$ cat src/rtl/wb_cp0_exc_if.sv
// Writeback-stage bus: instruction fields in from MEM, commit/redirect results out.
interface wb_cp0_exc_if #(
  parameter int unsigned NUM_HWINT = 6
);
  logic                 WB_valid;
  logic [31:0]          wb_pc;
  logic                 wb_wen;
  logic [4:0]           wb_wdest;
  logic [31:0]          wb_result;
  logic [31:0]          wb_lo_result;
  logic                 wb_hi_write;
  logic                 wb_lo_write;
  logic                 wb_mfhi;
  logic                 wb_mflo;
  logic                 wb_mtc0;
  logic                 wb_mfc0;
  logic [7:0]           wb_cp0r_addr;
  logic                 wb_exc_valid;
  logic [4:0]           wb_exc_code;
  logic [31:0]          wb_badvaddr;
  logic                 wb_bd;
  logic                 wb_eret;
  logic [NUM_HWINT-1:0] hw_int;

  logic                 rf_wen;
  logic [4:0]           rf_wdest;
  logic [31:0]          rf_wdata;
  logic                 WB_over;
  logic [4:0]           WB_wdest;
  logic                 cancel;
  logic [32:0]          exc_bus;
  logic [31:0]          HI_data;
  logic [31:0]          LO_data;

  modport master (
    output WB_valid, wb_pc, wb_wen, wb_wdest, wb_result, wb_lo_result, wb_hi_write,
           wb_lo_write, wb_mfhi, wb_mflo, wb_mtc0, wb_mfc0, wb_cp0r_addr, wb_exc_valid,
           wb_exc_code, wb_badvaddr, wb_bd, wb_eret, hw_int,
    input  rf_wen, rf_wdest, rf_wdata, WB_over, WB_wdest, cancel, exc_bus, HI_data, LO_data
  );

  modport slave (
    input  WB_valid, wb_pc, wb_wen, wb_wdest, wb_result, wb_lo_result, wb_hi_write,
           wb_lo_write, wb_mfhi, wb_mflo, wb_mtc0, wb_mfc0, wb_cp0r_addr, wb_exc_valid,
           wb_exc_code, wb_badvaddr, wb_bd, wb_eret, hw_int,
    output rf_wen, rf_wdest, rf_wdata, WB_over, WB_wdest, cancel, exc_bus, HI_data, LO_data
  );
endinterface

$ cat src/rtl/wb_cp0_exc.sv
// Writeback stage with CP0 exception/interrupt unit, HI/LO and redirect generation.
// Define CP0_TIMER_EN to build the COUNT/COMPARE timer; otherwise those registers read 0.
module wb_cp0_exc #(
  parameter int unsigned NUM_HWINT  = 6,
  parameter logic [31:0] EXC_VECTOR = 32'h0000_0000,
  parameter int unsigned COUNT_DIV  = 2
) (
  input logic         clk,
  input logic         reset,
  wb_cp0_exc_if.slave wb
);
  localparam logic [7:0] AddrStatus   = 8'h60;
  localparam logic [7:0] AddrCause    = 8'h68;
  localparam logic [7:0] AddrEpc      = 8'h70;
  localparam logic [7:0] AddrBadVAddr = 8'h40;
  localparam logic [7:0] AddrCount    = 8'h48;
  localparam logic [7:0] AddrCompare  = 8'h58;

  if (NUM_HWINT < 1 || NUM_HWINT > 6 || COUNT_DIV < 1 || COUNT_DIV > 16) begin : g_bad_param
    $error("wb_cp0_exc: parameter out of range");
  end

  logic                 ie_q, ie_d, exl_q, exl_d, bd_q, bd_d;
  logic [7:0]           im_q, im_d;
  logic [1:0]           ip_sw_q, ip_sw_d;
  logic [4:0]           exc_code_q, exc_code_d;
  logic [31:0]          epc_q, epc_d, badvaddr_q, badvaddr_d, hi_q, hi_d, lo_q, lo_d;
  logic [NUM_HWINT-1:0] hw_sync_q;
  logic [5:0]           hw_ext;
  logic [7:0]           ip;
  logic                 ti;
  logic [31:0]          count_val, compare_val, cp0_rdata;
  logic                 int_req, take_int, take_exc, do_eret, commit, mtc0_we;

  always_comb begin
    hw_ext                  = '0;
    hw_ext[NUM_HWINT-1:0]   = hw_sync_q;
    ip       = {hw_ext[5] | ti, hw_ext[4:0], ip_sw_q};
    int_req  = ie_q & ~exl_q & (|(ip & im_q));
    take_int = wb.WB_valid & int_req;
    take_exc = take_int | (wb.WB_valid & wb.wb_exc_valid);
    do_eret  = wb.WB_valid & ~take_exc & wb.wb_eret;
    commit   = wb.WB_valid & ~take_exc & ~wb.wb_eret;
    mtc0_we  = commit & wb.wb_mtc0;
  end

  always_comb begin
    unique case (wb.wb_cp0r_addr)
      AddrStatus:   cp0_rdata = {16'b0, im_q, 6'b0, exl_q, ie_q};
      AddrCause:    cp0_rdata = {bd_q, ti, 14'b0, ip, 1'b0, exc_code_q, 2'b0};
      AddrEpc:      cp0_rdata = epc_q;
      AddrBadVAddr: cp0_rdata = badvaddr_q;
      AddrCount:    cp0_rdata = count_val;
      AddrCompare:  cp0_rdata = compare_val;
      default:      cp0_rdata = '0;
    endcase
  end

  always_comb begin
    ie_d       = ie_q;
    exl_d      = exl_q;
    im_d       = im_q;
    bd_d       = bd_q;
    ip_sw_d    = ip_sw_q;
    exc_code_d = exc_code_q;
    epc_d      = epc_q;
    badvaddr_d = badvaddr_q;
    hi_d       = hi_q;
    lo_d       = lo_q;
    if (take_exc) begin
      exl_d      = 1'b1;
      exc_code_d = take_int ? 5'd0 : wb.wb_exc_code;
      bd_d       = wb.wb_bd;
      epc_d      = wb.wb_bd ? wb.wb_pc - 32'd4 : wb.wb_pc;
      if (!take_int && (wb.wb_exc_code == 5'd4 || wb.wb_exc_code == 5'd5)) begin
        badvaddr_d = wb.wb_badvaddr;
      end
    end else if (do_eret) begin
      exl_d = 1'b0;
    end
    if (commit && wb.wb_hi_write) hi_d = wb.wb_result;
    if (commit && wb.wb_lo_write) lo_d = wb.wb_lo_result;
    if (mtc0_we && wb.wb_cp0r_addr == AddrStatus) begin
      im_d  = wb.wb_result[15:8];
      exl_d = wb.wb_result[1];
      ie_d  = wb.wb_result[0];
    end
    if (mtc0_we && wb.wb_cp0r_addr == AddrCause) ip_sw_d = wb.wb_result[9:8];
    if (mtc0_we && wb.wb_cp0r_addr == AddrEpc)   epc_d   = wb.wb_result;
  end

  always_ff @(posedge clk) begin
    if (reset) begin
      ie_q       <= 1'b0;
      exl_q      <= 1'b0;
      im_q       <= '0;
      bd_q       <= 1'b0;
      ip_sw_q    <= '0;
      exc_code_q <= '0;
      epc_q      <= '0;
      badvaddr_q <= '0;
      hi_q       <= '0;
      lo_q       <= '0;
      hw_sync_q  <= '0;
    end else begin
      ie_q       <= ie_d;
      exl_q      <= exl_d;
      im_q       <= im_d;
      bd_q       <= bd_d;
      ip_sw_q    <= ip_sw_d;
      exc_code_q <= exc_code_d;
      epc_q      <= epc_d;
      badvaddr_q <= badvaddr_d;
      hi_q       <= hi_d;
      lo_q       <= lo_d;
      hw_sync_q  <= wb.hw_int;
    end
  end

`ifdef CP0_TIMER_EN
  logic [3:0]  pre_q, pre_d;
  logic [31:0] count_q, count_d, compare_q, compare_d;
  logic        ti_q, ti_d, tick;

  always_comb begin
    tick      = (pre_q == 4'(COUNT_DIV - 1));
    pre_d     = tick ? 4'd0 : pre_q + 4'd1;
    count_d   = tick ? count_q + 32'd1 : count_q;
    compare_d = compare_q;
    ti_d      = ti_q;
    if (tick && (count_q + 32'd1 == compare_q)) ti_d = 1'b1;
    // Software writes take precedence; a COUNT write swallows that cycle's increment.
    if (mtc0_we && wb.wb_cp0r_addr == AddrCount) begin
      count_d = wb.wb_result;
      pre_d   = 4'd0;
      ti_d    = ti_q;
    end
    if (mtc0_we && wb.wb_cp0r_addr == AddrCompare) begin
      compare_d = wb.wb_result;
      ti_d      = 1'b0;
    end
  end

  always_ff @(posedge clk) begin
    if (reset) begin
      pre_q     <= '0;
      count_q   <= '0;
      compare_q <= '0;
      ti_q      <= 1'b0;
    end else begin
      pre_q     <= pre_d;
      count_q   <= count_d;
      compare_q <= compare_d;
      ti_q      <= ti_d;
    end
  end

  assign count_val   = count_q;
  assign compare_val = compare_q;
  assign ti          = ti_q;
`else
  assign count_val   = '0;
  assign compare_val = '0;
  assign ti          = 1'b0;
`endif

  always_comb begin
    wb.rf_wen   = ~reset & commit & wb.wb_wen;
    wb.rf_wdest = reset ? 5'd0 : wb.wb_wdest;
    wb.WB_over  = ~reset & wb.WB_valid;
    wb.WB_wdest = (reset || !wb.WB_valid) ? 5'd0 : wb.wb_wdest;
    wb.cancel   = ~reset & (take_exc | do_eret);
    wb.HI_data  = reset ? 32'd0 : hi_q;
    wb.LO_data  = reset ? 32'd0 : lo_q;
    if (reset)         wb.rf_wdata = '0;
    else if (wb.wb_mfhi) wb.rf_wdata = hi_q;
    else if (wb.wb_mflo) wb.rf_wdata = lo_q;
    else if (wb.wb_mfc0) wb.rf_wdata = cp0_rdata;
    else                 wb.rf_wdata = wb.wb_result;
    if (reset)         wb.exc_bus = '0;
    else if (take_exc) wb.exc_bus = {1'b1, EXC_VECTOR};
    else if (do_eret)  wb.exc_bus = {1'b1, epc_q};
    else               wb.exc_bus = '0;
  end
endmodule

$ cat src/flat_wrapper.sv
// flat-port wrapper written by rule: the top's interface ports become plain ports
module wb_cp0_exc_flat 
#(
  parameter int unsigned NUM_HWINT  = 6,
  parameter logic [31:0] EXC_VECTOR = 32'h0000_0000,
  parameter int unsigned COUNT_DIV  = 2
)
  (clk, reset, wb_WB_valid, wb_wb_pc, wb_wb_wen, wb_wb_wdest, wb_wb_result, wb_wb_lo_result, wb_wb_hi_write, wb_wb_lo_write, wb_wb_mfhi, wb_wb_mflo, wb_wb_mtc0, wb_wb_mfc0, wb_wb_cp0r_addr, wb_wb_exc_valid, wb_wb_exc_code, wb_wb_badvaddr, wb_wb_bd, wb_wb_eret, wb_hw_int, wb_rf_wen, wb_rf_wdest, wb_rf_wdata, wb_WB_over, wb_WB_wdest, wb_cancel, wb_exc_bus, wb_HI_data, wb_LO_data);
  wb_cp0_exc_if #(.NUM_HWINT(NUM_HWINT)) wb_i ();
  input logic clk;
  input logic reset;
  input wire logic [$bits(wb_i.WB_valid)-1:0] wb_WB_valid;
  input wire logic [$bits(wb_i.wb_pc)-1:0] wb_wb_pc;
  input wire logic [$bits(wb_i.wb_wen)-1:0] wb_wb_wen;
  input wire logic [$bits(wb_i.wb_wdest)-1:0] wb_wb_wdest;
  input wire logic [$bits(wb_i.wb_result)-1:0] wb_wb_result;
  input wire logic [$bits(wb_i.wb_lo_result)-1:0] wb_wb_lo_result;
  input wire logic [$bits(wb_i.wb_hi_write)-1:0] wb_wb_hi_write;
  input wire logic [$bits(wb_i.wb_lo_write)-1:0] wb_wb_lo_write;
  input wire logic [$bits(wb_i.wb_mfhi)-1:0] wb_wb_mfhi;
  input wire logic [$bits(wb_i.wb_mflo)-1:0] wb_wb_mflo;
  input wire logic [$bits(wb_i.wb_mtc0)-1:0] wb_wb_mtc0;
  input wire logic [$bits(wb_i.wb_mfc0)-1:0] wb_wb_mfc0;
  input wire logic [$bits(wb_i.wb_cp0r_addr)-1:0] wb_wb_cp0r_addr;
  input wire logic [$bits(wb_i.wb_exc_valid)-1:0] wb_wb_exc_valid;
  input wire logic [$bits(wb_i.wb_exc_code)-1:0] wb_wb_exc_code;
  input wire logic [$bits(wb_i.wb_badvaddr)-1:0] wb_wb_badvaddr;
  input wire logic [$bits(wb_i.wb_bd)-1:0] wb_wb_bd;
  input wire logic [$bits(wb_i.wb_eret)-1:0] wb_wb_eret;
  input wire logic [$bits(wb_i.hw_int)-1:0] wb_hw_int;
  output wire logic [$bits(wb_i.rf_wen)-1:0] wb_rf_wen;
  output wire logic [$bits(wb_i.rf_wdest)-1:0] wb_rf_wdest;
  output wire logic [$bits(wb_i.rf_wdata)-1:0] wb_rf_wdata;
  output wire logic [$bits(wb_i.WB_over)-1:0] wb_WB_over;
  output wire logic [$bits(wb_i.WB_wdest)-1:0] wb_WB_wdest;
  output wire logic [$bits(wb_i.cancel)-1:0] wb_cancel;
  output wire logic [$bits(wb_i.exc_bus)-1:0] wb_exc_bus;
  output wire logic [$bits(wb_i.HI_data)-1:0] wb_HI_data;
  output wire logic [$bits(wb_i.LO_data)-1:0] wb_LO_data;
  assign wb_i.WB_valid = wb_WB_valid;
  assign wb_i.wb_pc = wb_wb_pc;
  assign wb_i.wb_wen = wb_wb_wen;
  assign wb_i.wb_wdest = wb_wb_wdest;
  assign wb_i.wb_result = wb_wb_result;
  assign wb_i.wb_lo_result = wb_wb_lo_result;
  assign wb_i.wb_hi_write = wb_wb_hi_write;
  assign wb_i.wb_lo_write = wb_wb_lo_write;
  assign wb_i.wb_mfhi = wb_wb_mfhi;
  assign wb_i.wb_mflo = wb_wb_mflo;
  assign wb_i.wb_mtc0 = wb_wb_mtc0;
  assign wb_i.wb_mfc0 = wb_wb_mfc0;
  assign wb_i.wb_cp0r_addr = wb_wb_cp0r_addr;
  assign wb_i.wb_exc_valid = wb_wb_exc_valid;
  assign wb_i.wb_exc_code = wb_wb_exc_code;
  assign wb_i.wb_badvaddr = wb_wb_badvaddr;
  assign wb_i.wb_bd = wb_wb_bd;
  assign wb_i.wb_eret = wb_wb_eret;
  assign wb_i.hw_int = wb_hw_int;
  assign wb_rf_wen = wb_i.rf_wen;
  assign wb_rf_wdest = wb_i.rf_wdest;
  assign wb_rf_wdata = wb_i.rf_wdata;
  assign wb_WB_over = wb_i.WB_over;
  assign wb_WB_wdest = wb_i.WB_wdest;
  assign wb_cancel = wb_i.cancel;
  assign wb_exc_bus = wb_i.exc_bus;
  assign wb_HI_data = wb_i.HI_data;
  assign wb_LO_data = wb_i.LO_data;
  wb_cp0_exc #(.NUM_HWINT(NUM_HWINT), .EXC_VECTOR(EXC_VECTOR), .COUNT_DIV(COUNT_DIV)) u_core (.clk(clk), .reset(reset), .wb(wb_i));
endmodule
$ cat config.mk
export PLATFORM = sky130hd
export DESIGN_NAME = wb_cp0_exc_flat
export DESIGN_NICKNAME = d
export VERILOG_FILES = /design/src/rtl/wb_cp0_exc_if.sv /design/src/rtl/wb_cp0_exc.sv /design/src/flat_wrapper.sv
export SDC_FILE = /design/constraint.sdc
export NUM_CORES = 1
export LEC_CHECK = 0
export BUFFER_PORTS_ARGS = -buffer_cell sky130_fd_sc_hd__buf_2
export CORE_MARGIN = 5
export CORE_UTILIZATION = 40
export CTS_CLUSTER_SIZE = 25
export DETAILED_ROUTE_END_ITERATION = 6
export GPL_TIMING_DRIVEN = 0
export PLACE_DENSITY_LB_ADDON = 0.1
export SYNTH_ARGS = -nofsm -noshare
export SYNTH_HDL_FRONTEND = slang
export SYNTH_SLANG_ARGS = --single-unit
$ cat constraint.sdc
create_clock -name clk -period 3.16 [get_ports clk]
set_input_delay 0.632 -clock clk [delete_from_list [all_inputs] [get_ports clk]]
set_output_delay 0.632 -clock clk [all_outputs]
set_load 0.1 [all_outputs]
==> results of run 1 <==
## through the flow
stage | cells | total power, mW
2_1_floorplan | 1063 | 2.81
3_3_place_gp | 1644 | 3.15
3_5_place_dp | 1644 | 3.15
4_1_cts | 1683 | 5.25
5_1_grt | 1688 | 5.44
6_report | 1689 | 5.27
## worst reg2reg max path: stages (launching register included)
cell	delay, ps
dfxtp_1	340
a22oi_1	260
nand4_1	240
buf_4	220
a21oi_1	590
buf_2	460
mux2i_1	240
nor2_1	60
## Yosys cell counts, types with 2 or more instances
| cell type | count |
|---|---|
| a211o_1 | 16 |
| a211oi_1 | 33 |
| a211oi_2 | 16 |
| a21oi_1 | 61 |
| a221oi_1 | 30 |
| a22o_1 | 28 |
| a22oi_1 | 6 |
| and2_1 | 42 |
| and2b_1 | 9 |
| and3_1 | 3 |
| and4_1 | 2 |
| buf_1 | 6 |
| buf_2 | 13 |
| buf_6 | 2 |
| clkbuf_1 | 64 |
| dfxtp_1 | 152 |
| inv_1 | 23 |
| mux2_2 | 10 |
| mux2i_1 | 126 |
| nand2_1 | 67 |
| nand3_1 | 4 |
| nand3b_1 | 3 |
| nand4_1 | 4 |
| nor2_1 | 155 |
| nor2b_1 | 69 |
| nor3_1 | 23 |
| nor3b_1 | 4 |
| nor4_1 | 9 |
| nor4_2 | 3 |
| nor4_4 | 3 |
| nor4b_1 | 2 |
| o2111ai_1 | 2 |
| o21ai_0 | 5 |
| o21bai_1 | 14 |
| or2_2 | 2 |
| or3_1 | 4 |
| or4_1 | 8 |
| xnor2_1 | 19 |
| xor2_1 | 8 |
## final timing paths
path / endpoint / from
setup / recovery: wb_rf_wdata[1] / wb_wb_cp0r_addr[7]
hold / removal: u_core.hw_ext[2] / wb_hw_int[2]
setup reg to reg: u_core.lo_q[18] / u_core.im_q[5]
hold reg to reg: u_core.exc_code_q[2] / u_core.exc_code_q[2]
## sequential cells by signal, summed over array words and instances, names as in the netlist
name               flops
u_core.epc_q          32
u_core.ie_q            1
u_core.exl_q           1
u_core.hi_q           32
u_core.hw_ext          6
u_core.lo_q           32
u_core.bd_q            1
u_core.im_q            8
u_core.exc_code_q      5
u_core.ip_sw_q         2
u_core.badvaddr_q     32
## layer usage
| layer | routed length, um | global-route usage (%) |
|---|---|---|
| met1 | 14800 | 33.1 |
| met2 | 17900 | 46.8 |
| met3 | 2460 | 7.17 |
| met4 | 1150 | 9.03 |
| met5 | 86 | 0 |
## power groups by stage
| stage | Clock (mW) | Sequential (mW) | Combinational [mW] |
|---|---|---|---|
| 6_report | 2.05 | 2.03 | 1.19 |
| 5_1_grt | 2.16 | 2.03 | 1.25 |
| 4_1_cts | 2.06 | 2.03 | 1.16 |
| 3_5_place_dp | 0 | 2.07 | 1.08 |
| 3_3_place_gp | 0 | 2.07 | 1.08 |
| 2_1_floorplan | 0 | 2.05 | 0.762 |
## layout make-up
type,count,share of cell area [%]
antenna,1,0.0194
timing repair buffer,314,17.6
inverter,23,0.668
clock buffer,17,3.29
sequential,152,23.5
buffer,87,3.66
tap,280,2.71
multi-input combinational,800,47.3
clock inverter,15,1.21
## repair_timing
item	CTS	global route
gates cloned	1	1
pin swaps	15	14
gates resized for setup	192	64
endpoints found under the setup margin	85	67
buffers inserted	7	4
## cell families after synthesis
| group | synth area share, % |
|---|---|
| AND/OR/NAND/NOR | 24.2 |
| AO/OA/AOI/OAI | 18.2 |
| flip-flops | 34.0 |
| multiplexers | 15.4 |
| buffers and inverters | 5.36 |
| XOR/XNOR | 2.65 |
| adder cells (fa/ha/maj) | 0.140 |
==> results.md, run 1 <==
- Most frequent cells in the layout: buf_2 (249), nor2_1 (152), dfxtp_1 (152)
- CP cell instances: buf_6, or4b_4, buf_6, buf_6, nor4_4, buf_4, buf_8, a221oi_4, nor3_4, buf_12
- R2R Setup Slk: between 600 and 700 ps
- Slew Viols, Final: 0
- Period Utilization, post-route: 103%
- Total of fill cells in the finished design: 2074
- Clock-pin slew on the worst setup and hold paths: roughly 70 ps
- Die width: around 160 um
- DRC viols: 0
- Placed Area: about 0.011 mm^2
- Hold slack: 415 ps
- CTS buffer count: 17
- # Max-Cap Violations: 0
- Worst Setup Start Kind: input pin
- Clock Skews: 11.1 ps
- Initial core utilization: between 40% and 50%
- Synth Cell Area: between 0.008 and 0.009 mm^2
- Seq/Total Area, Yosys: 34.0%
- WHS Path Cells: 2
- Sequential power share: around 39%
- Cell Int Power: approximately 3.5 mW
- Finished Cell Area: 0.0129 mm^2
- IO Count: about 310
- Share of cells above drive strength 1: between 30% and 40%
- Ys Warns: 0
- WP data required: between 2000 and 3000 ps
- Sw Share: approximately 34%
- CTS sink cnt: 152
- Syn_nets: around 1200
- CP max FO: 5
- Largest cells by area after synthesis: dfxtp_1 (34%), mux2i_1 (14%), nor2_1 (6.5%)
- Final wirelength: around 36000 um
- Fmax: a little over 300 MHz
- P&R area growth vs syn: 44.6%
- Antenna violations before repair: 7
- GR Overflow Total: 0
- Pre-antenna DRT Iters: 5
- Critical Path End Type: output port
- Footprint of the multi-input gates: ~0.006 mm^2
- Top cell by count, worst path: buf_6
- Largest net degree at the start of global routing: 17
- Avg Synthesized Cell Area: 8.41 um^2
- Critical path type: in2out
- Hold Fails Final Rpt: 0
- Via count: around 9000
- Share of Yosys cell area claimed by the top area cell type: about a third
- Logic pwr share: approximately 23%
- Post-synth ARST share: 0%
- Failing checks: negative setup slack
- Number of synthesized flops with an enable pin: 0
- Pwr Density: between 400 and 500 mW/mm^2
- Total die area: approximately 0.025 mm^2
- Slowest-stage cell, CP: or4b_4
- CP Depth: 10
- Synth Flop Type: dfxtp_1
- Vias in the first global route: around 9400
- Leakage power total: between 5 and 6 nW
- Worst skew pair latency: 430 ps
- Most common cell after layout, fill and taps aside: buf_2
- First-pass GRT wire length: 54200 um
- Hold-fix buffers, CTS: 0
- Min-Delay Path Class: in2reg
- Remaining antenna violation count after routing: 0
- Final setup margin: -91.9 ps
- Outcome: complete, but fails checks
- TNS Setup: -358 ps
- Setup Slack @ Placement: -766 ps
- Vias per cell: 5.48
- Root Driver: clkbuf_16
- H-tree level count: 4
- Slowest stage delay, CP: 590 ps
- Iteration-0 DRC Markers: 530
- CTS Buffer Depth: 2
- Core region area: roughly 0.022 mm^2
- Sequential cell area: 0.00304 mm^2
- Post-DP HPWL: between 20000 and 30000 um
- Routability Congestion: 0.912
- Synthesized instance count: ~1100
- Wire length per cell: about 22 um
- Min cycle time layout: 3250 ps
- RSZ-0062 raised after global routing: true
- GRT Util Overall: ~27%
- Yosys top cell by area: dfxtp_1
- Final design utilization: approximately three fifths
- Crit path max-delay family: simple AND/OR/NAND/NOR gates
- Final setup viols: 10
- Die height: roughly 160 um
- Slew @ Worst Pin: ~860 ps
- P_sw: roughly 1.8 mW
- Core Rows: 54
- Seq cells post-synth: 152
- CP bufs+invs: 6
- Number of distinct library cells after synthesis: 52
- PortBufs: roughly 300
- Share of total power in the clock network: between 30% and 40%
- Reg2reg path depth: 7
- Slew HR: around 42%
- Nets@finish: around 1600
- Peak supply drop: 0.337 mV
- WP data arrival: around 2600 ps
- CTS tree: done
Power figures use the tool's default switching activity.
==> run 2, diff against run 1 <==
- PLACE_DENSITY_LB_ADDON: 0.1 -> 0.05
- SLEW_MARGIN: default -> 20
==> results.md, run 2 (synthesis gave the netlist of run 1 again) <==
- WP data required: 2530 ps (about the same)
- Critical Path End Type: output port
- Final design utilization: 58.5% (-0.55 points)
- H-tree level count: 4 (unchanged)
- First-pass GRT wire length: 55200 um (+1.8%)
- Clock Skews: 12.5 ps (+1.39 ps)
- Worst skew pair latency: 430 ps (about the same)
- Vias per cell: 5.45 (-0.70%)
- Slew Viols, Final: 0 (unchanged)
- Min-Delay Path Class: in2reg
- Fmax: 315 MHz (+2.4%)
- GRT Util Overall: 27.8% (+0.53 points)
- P&R area growth vs syn: 43.3%
- Top cell by count, worst path: buf_6
- Die width: 159 um (unchanged)
- Peak supply drop: 0.261 mV (-23%)
- Leakage power total: 5.22 nW (about the same)
- Remaining antenna violation count after routing: 0 (unchanged)
- Final setup margin: -14.9 ps (+77.0 ps)
- CTS tree: done
- Outcome: complete, but fails checks
- Initial core utilization: 40.8% (unchanged)
- RSZ-0062 raised after global routing: true
- Pwr Density: 419 mW/mm^2 (+2.7%)
- Antenna violations before repair: 7 (unchanged)
- Failing checks: negative setup slack
- GR Overflow Total: 0 (unchanged)
- # Max-Cap Violations: 0 (unchanged)
- Largest net degree at the start of global routing: 17 (unchanged)
- IO Count: 307 (unchanged)
- Vias in the first global route: 9512 (+1.0%)
- Share of cells above drive strength 1: 35.7% (about the same)
- PortBufs: 301 (unchanged)
- Core Rows: 54 (unchanged)
- Slowest stage delay, CP: 590 ps (about the same)
- CTS buffer count: 17 (unchanged)
- Core region area: 0.0219 mm^2 (unchanged)
- Most frequent cells in the layout: buf_2 (247), nor2_1 (152), dfxtp_1 (152)
- Nets@finish: 1566 (+0.32%)
- Total die area: 0.0254 mm^2 (unchanged)
- Slowest-stage cell, CP: or4b_4
- DRC viols: 0 (unchanged)
- Via count: 9230 (-0.35%)
- Post-DP HPWL: 29300 um (+1.3%)
- Slew @ Worst Pin: 898 ps (+35.0 ps)
- Clock-pin slew on the worst setup and hold paths: 70 ps (about the same)
- Hold-fix buffers, CTS: 0 (unchanged)
- Die height: 159 um (unchanged)
- Pre-antenna DRT Iters: 5 (unchanged)
- CP max FO: 5 (unchanged)
- CTS sink cnt: 152 (unchanged)
- Iteration-0 DRC Markers: 580 (+9.4%)
- Root Driver: clkbuf_16
- Worst Setup Start Kind: input pin
- Final wirelength: 36800 um (+1.1%)
- CP cell instances: buf_6, or4b_4, nor4_4, buf_6, buf_6, a221oi_4, a211o_1, a21oi_4, buf_12
- Routability Congestion: 0.910 (-0.15%)
- Period Utilization, post-route: 100% (-2.4 points)
- WP data arrival: 2540 ps (-80 ps)
- Slew HR: 40.2% (-2.3 points)
- Min cycle time layout: 3170 ps (-77.0 ps)
- Final setup viols: 1 (-9)
- Setup Slack @ Placement: -753 ps (+13.4 ps)
- Most common cell after layout, fill and taps aside: buf_2
- Wire length per cell: 21.7 um (+0.70%)
- Critical path type: in2out
- CTS Buffer Depth: 2 (unchanged)
- Hold Fails Final Rpt: 0 (unchanged)
## run 2: changes by cell type in the layout (fill, tap and decap cells not counted), sizes merged
cell,before,now
diode,1,2
clkbuf,77,78
clkinv,3,4
bufinv,1,2
buf,341,345
clkinvlp,3,1
## run 2: layer usage
metal  global-route usage, %  share of wire [%]  vias up
met3                    5.93                5.2       66
met2                    47.8                 50      313
li1                        -                  -     4444
met4                    10.6                3.2       12
met5                       0               0.20        -
met1                    33.9                 41     4395
## run 2: what timing repair did
item	CTS	global route
buffers inserted	9	8
endpoints found under the setup margin	76	65
pin swaps	10	15
gates resized for setup	160	58
endpoints found under the hold margin	0	0
cloned	1	0
## run 2: path summary, 6_finish.rpt
check                            start                   end  slack, ps  depth (start not counted)
hold / removal            wb_hw_int[1]      u_core.hw_ext[1]        410                          2
hold reg to reg   u_core.exc_code_q[1]  u_core.exc_code_q[1]        460                          2
setup / recovery    wb_wb_cp0r_addr[0]       wb_rf_wdata[18]        -10                          9
setup reg to reg        u_core.im_q[5]       u_core.lo_q[14]        660                          7
## run 2: layout make-up
cell class / instances / area [um^2]
buffer: 87 / 467
inverter: 23 / 86.3
timing repair buffer: 319 / 2190
clock buffer: 17 / 425
sequential: 152 / 3040
antenna: 2 / 5.00
fill: 2121 / 9080
multi-input combinational: 800 / 6060
tap: 280 / 350
clock inverter: 15 / 185
## run 2: critical path: cells and delay by family
| kind | cells | cell delay, ps |
|---|---|---|
| AOI/OAI and AO/OA | 3 | 580 |
| and+or+nand+nor | 2 | 760 |
| buffers and inverters | 4 | 560 |
## run 2: stage by stage
stage | total power, mW | cells | setup TNS [ps] | hold WS, ps | instance area [um^2]
after floorplan | 2.81 | 1063 | -4190 | 432 | 9520
after detailed placement | 3.16 | 1644 | -35800 | 448 | 11400
after global routing | 5.55 | 1694 | -532 | 396 | 12800
final | 5.36 | 1695 | -14.9 | 409 | 12800
after CTS | 5.36 | 1685 | -2170 | 400 | 12600
after global placement | 3.15 | 1644 | -40340 | 443 | 11400
## run 2: power by group
| group | internal (mW) | switching, mW |
|---|---|---|
| Sequential | 1.98 | 0.0504 |
| Combinational | 0.369 | 0.803 |
| Clock | 1.20 | 0.959 |
| Total | 3.55 | 1.81 |
==> run 3, diff against run 2 <==
- SKIP_CTS_REPAIR_TIMING: default -> 1
==> results.md, run 3 (synthesis gave the netlist of run 1 again) <==
- Outcome: complete, but fails checks
- Failing checks: negative setup slack
- P_sw: 1.82 mW (+0.25%)
- Placed cells: 1644 (unchanged)
- CTS Buffer Depth: 2 (unchanged)
- Clock Skews: 12.1 ps (-0.439 ps)
- Pwr Density: 418 mW/mm^2 (about the same)
- Reg2reg path depth: 7 (unchanged)
- Min cycle time layout: 3340 ps (+161 ps)
- Sequential power share: 37.8% (about the same)
- Worst Setup Start Kind: input pin
- Largest net degree at the start of global routing: 17 (unchanged)
- Post-DP HPWL: 29300 um (unchanged)
- Worst skew pair latency: 430 ps (about the same)
- Total Power: 5.37 mW (about the same)
- Share of cells above drive strength 1: 35.2% (-0.47 points)
- Slew @ Worst Pin: 884 ps (-13.4 ps)
- Sw Share: 33.9% (+0.050 points)
- Critical path type: in2out
- Leakage power total: 5.22 nW (about the same)
- CTS tree: done
- Via count: 9283 (+0.57%)
- Crit path max-delay family: simple AND/OR/NAND/NOR gates
- CTS sink cnt: 152 (unchanged)
- CP Depth: 9 (unchanged)
- WP data required: 2530 ps (about the same)
- Clock-pin slew on the worst setup and hold paths: 80 ps (about the same)
- Post-Layout Cell Count: 1694 (-0.059%)
- Final setup viols: 16 (+15)
- Core Rows: 54 (unchanged)
- Wire length per cell: 21.8 um (+0.67%)
- CP bufs+invs: 4 (unchanged)
- WHS Path Cells: 2 (unchanged)
- Setup Slack @ Placement: -753 ps (unchanged)
- Nets@finish: 1565 (-0.064%)
- H-tree level count: 4 (unchanged)
- # Max-Cap Violations: 0 (unchanged)
- P&R area growth vs syn: 43.6%
- CP cell instances: buf_6, or4b_4, nor4_4, buf_6, buf_6, a221oi_4, a211o_1, a21oi_4, buf_12
- Share of total power in the clock network: 40.4% (about the same)
- Slew HR: 41.1% (+0.89 points)
- DRC viols: 0 (unchanged)
- PortBufs: 301 (unchanged)
- RSZ-0062 raised after global routing: true
- Slew Viols, Final: 0 (unchanged)
- GRT Util Overall: 27.3% (-0.46 points)
- Antenna violations before repair: 7 (unchanged)
- Most frequent cells in the layout: buf_2 (247), nor2_1 (152), dfxtp_1 (152)
- Cell Int Power: 3.55 mW (about the same)
- Min-Delay Path Class: in2reg
- Total die area: 0.0254 mm^2 (unchanged)
- CTS buffer count: 17 (unchanged)
- Vias per cell: 5.48 (+0.63%)
- Slowest stage delay, CP: 600 ps (about the same)
- Critical Path End Type: output port
- Logic pwr share: 21.9% (about the same)
- Die width: 159 um (unchanged)
- First-pass GRT wire length: 54200 um (-1.8%)
- Initial core utilization: 40.8% (unchanged)
- Vias in the first global route: 9313 (-2.1%)
- TNS Setup: -1860 ps (-1840 ps)
- Iteration-0 DRC Markers: 588 (+1.4%)
- Hold slack: 410 ps (+0.942 ps)
- Peak supply drop: 0.261 mV (about the same)
- IO Count: 307 (unchanged)
- Die height: 159 um (unchanged)
- Pre-antenna DRT Iters: 5 (unchanged)
- Final wirelength: 37000 um (+0.61%)
- Routability Congestion: 0.910 (unchanged)
- Root Driver: clkbuf_16
- Period Utilization, post-route: 106% (+5.1 points)
- Remaining antenna violation count after routing: 0 (unchanged)
- Fmax: 300 MHz (-4.8%)
- CP max FO: 8 (+3)
- Top cell by count, worst path: buf_6
- Core region area: 0.0219 mm^2 (unchanged)
- GR Overflow Total: 0 (unchanged)
- Most common cell after layout, fill and taps aside: buf_2
- WP data arrival: 2700 ps (+160 ps)
- Final setup margin: -176 ps (-161 ps)
- Hold Fails Final Rpt: 0 (unchanged)
- Slowest-stage cell, CP: or4b_4
-- run 3: cell types whose count changed in the layout (fill, tap and decap cells not counted), sizes merged --
| cell | before | now |
|---|---|---|
| buf | 345 | 341 |
| clkbuf | 78 | 81 |
-- run 3: worst paths after layout --
check,from,end,slack [ps]
setup / recovery,wb_wb_cp0r_addr[7],wb_rf_wdata[26],-180
hold / removal,wb_hw_int[1],u_core.hw_ext[1],410
setup reg to reg,u_core.im_q[3],u_core.lo_q[14],630
hold reg to reg,u_core.exc_code_q[1],u_core.exc_code_q[1],460
-- run 3: power by group through the flow --
stage                     clock, mW  combinational (mW)  sequential, mW
after detailed placement          0                1.09            2.07
after floorplan                   0               0.762            2.05
after global routing           2.28                1.23            2.03
final                          2.17                1.17            2.03
after global placement            0                1.08            2.07
after CTS                      2.19                1.09            2.03
-- run 3: metal layers --
metal / wire [um] / GRT usage (%) / vias to the layer above / part of all wire [%]
met5: 82 / 0 / - / 0.22
met4: 1230 / 9.97 / 12 / 3.3
met3: 2220 / 5.93 / 71 / 6.0
met2: 18400 / 47.1 / 364 / 50
met1: 15000 / 33.4 / 4386 / 41
li1: - / - / 4450 / -
-- run 3: layout make-up --
type,count,area (um^2)
diodes,2,5.00
plain buffers,87,475
clock buffers,17,425
clock inverters,15,185
fillers,2122,9060
inverters,23,86.3
multi-input cells,800,6020
flip-flops and latches,152,3040
well taps,280,350
repair buffers,318,2240
-- run 3: metrics by stage --
step | util [%] | cell area, um^2
floorplan | - | 9520
global placement | 52.0 | 11400
detailed placement | 52.0 | 11400
CTS | 54.8 | 12000
global route | 58.6 | 12800
finish | 58.6 | 12800
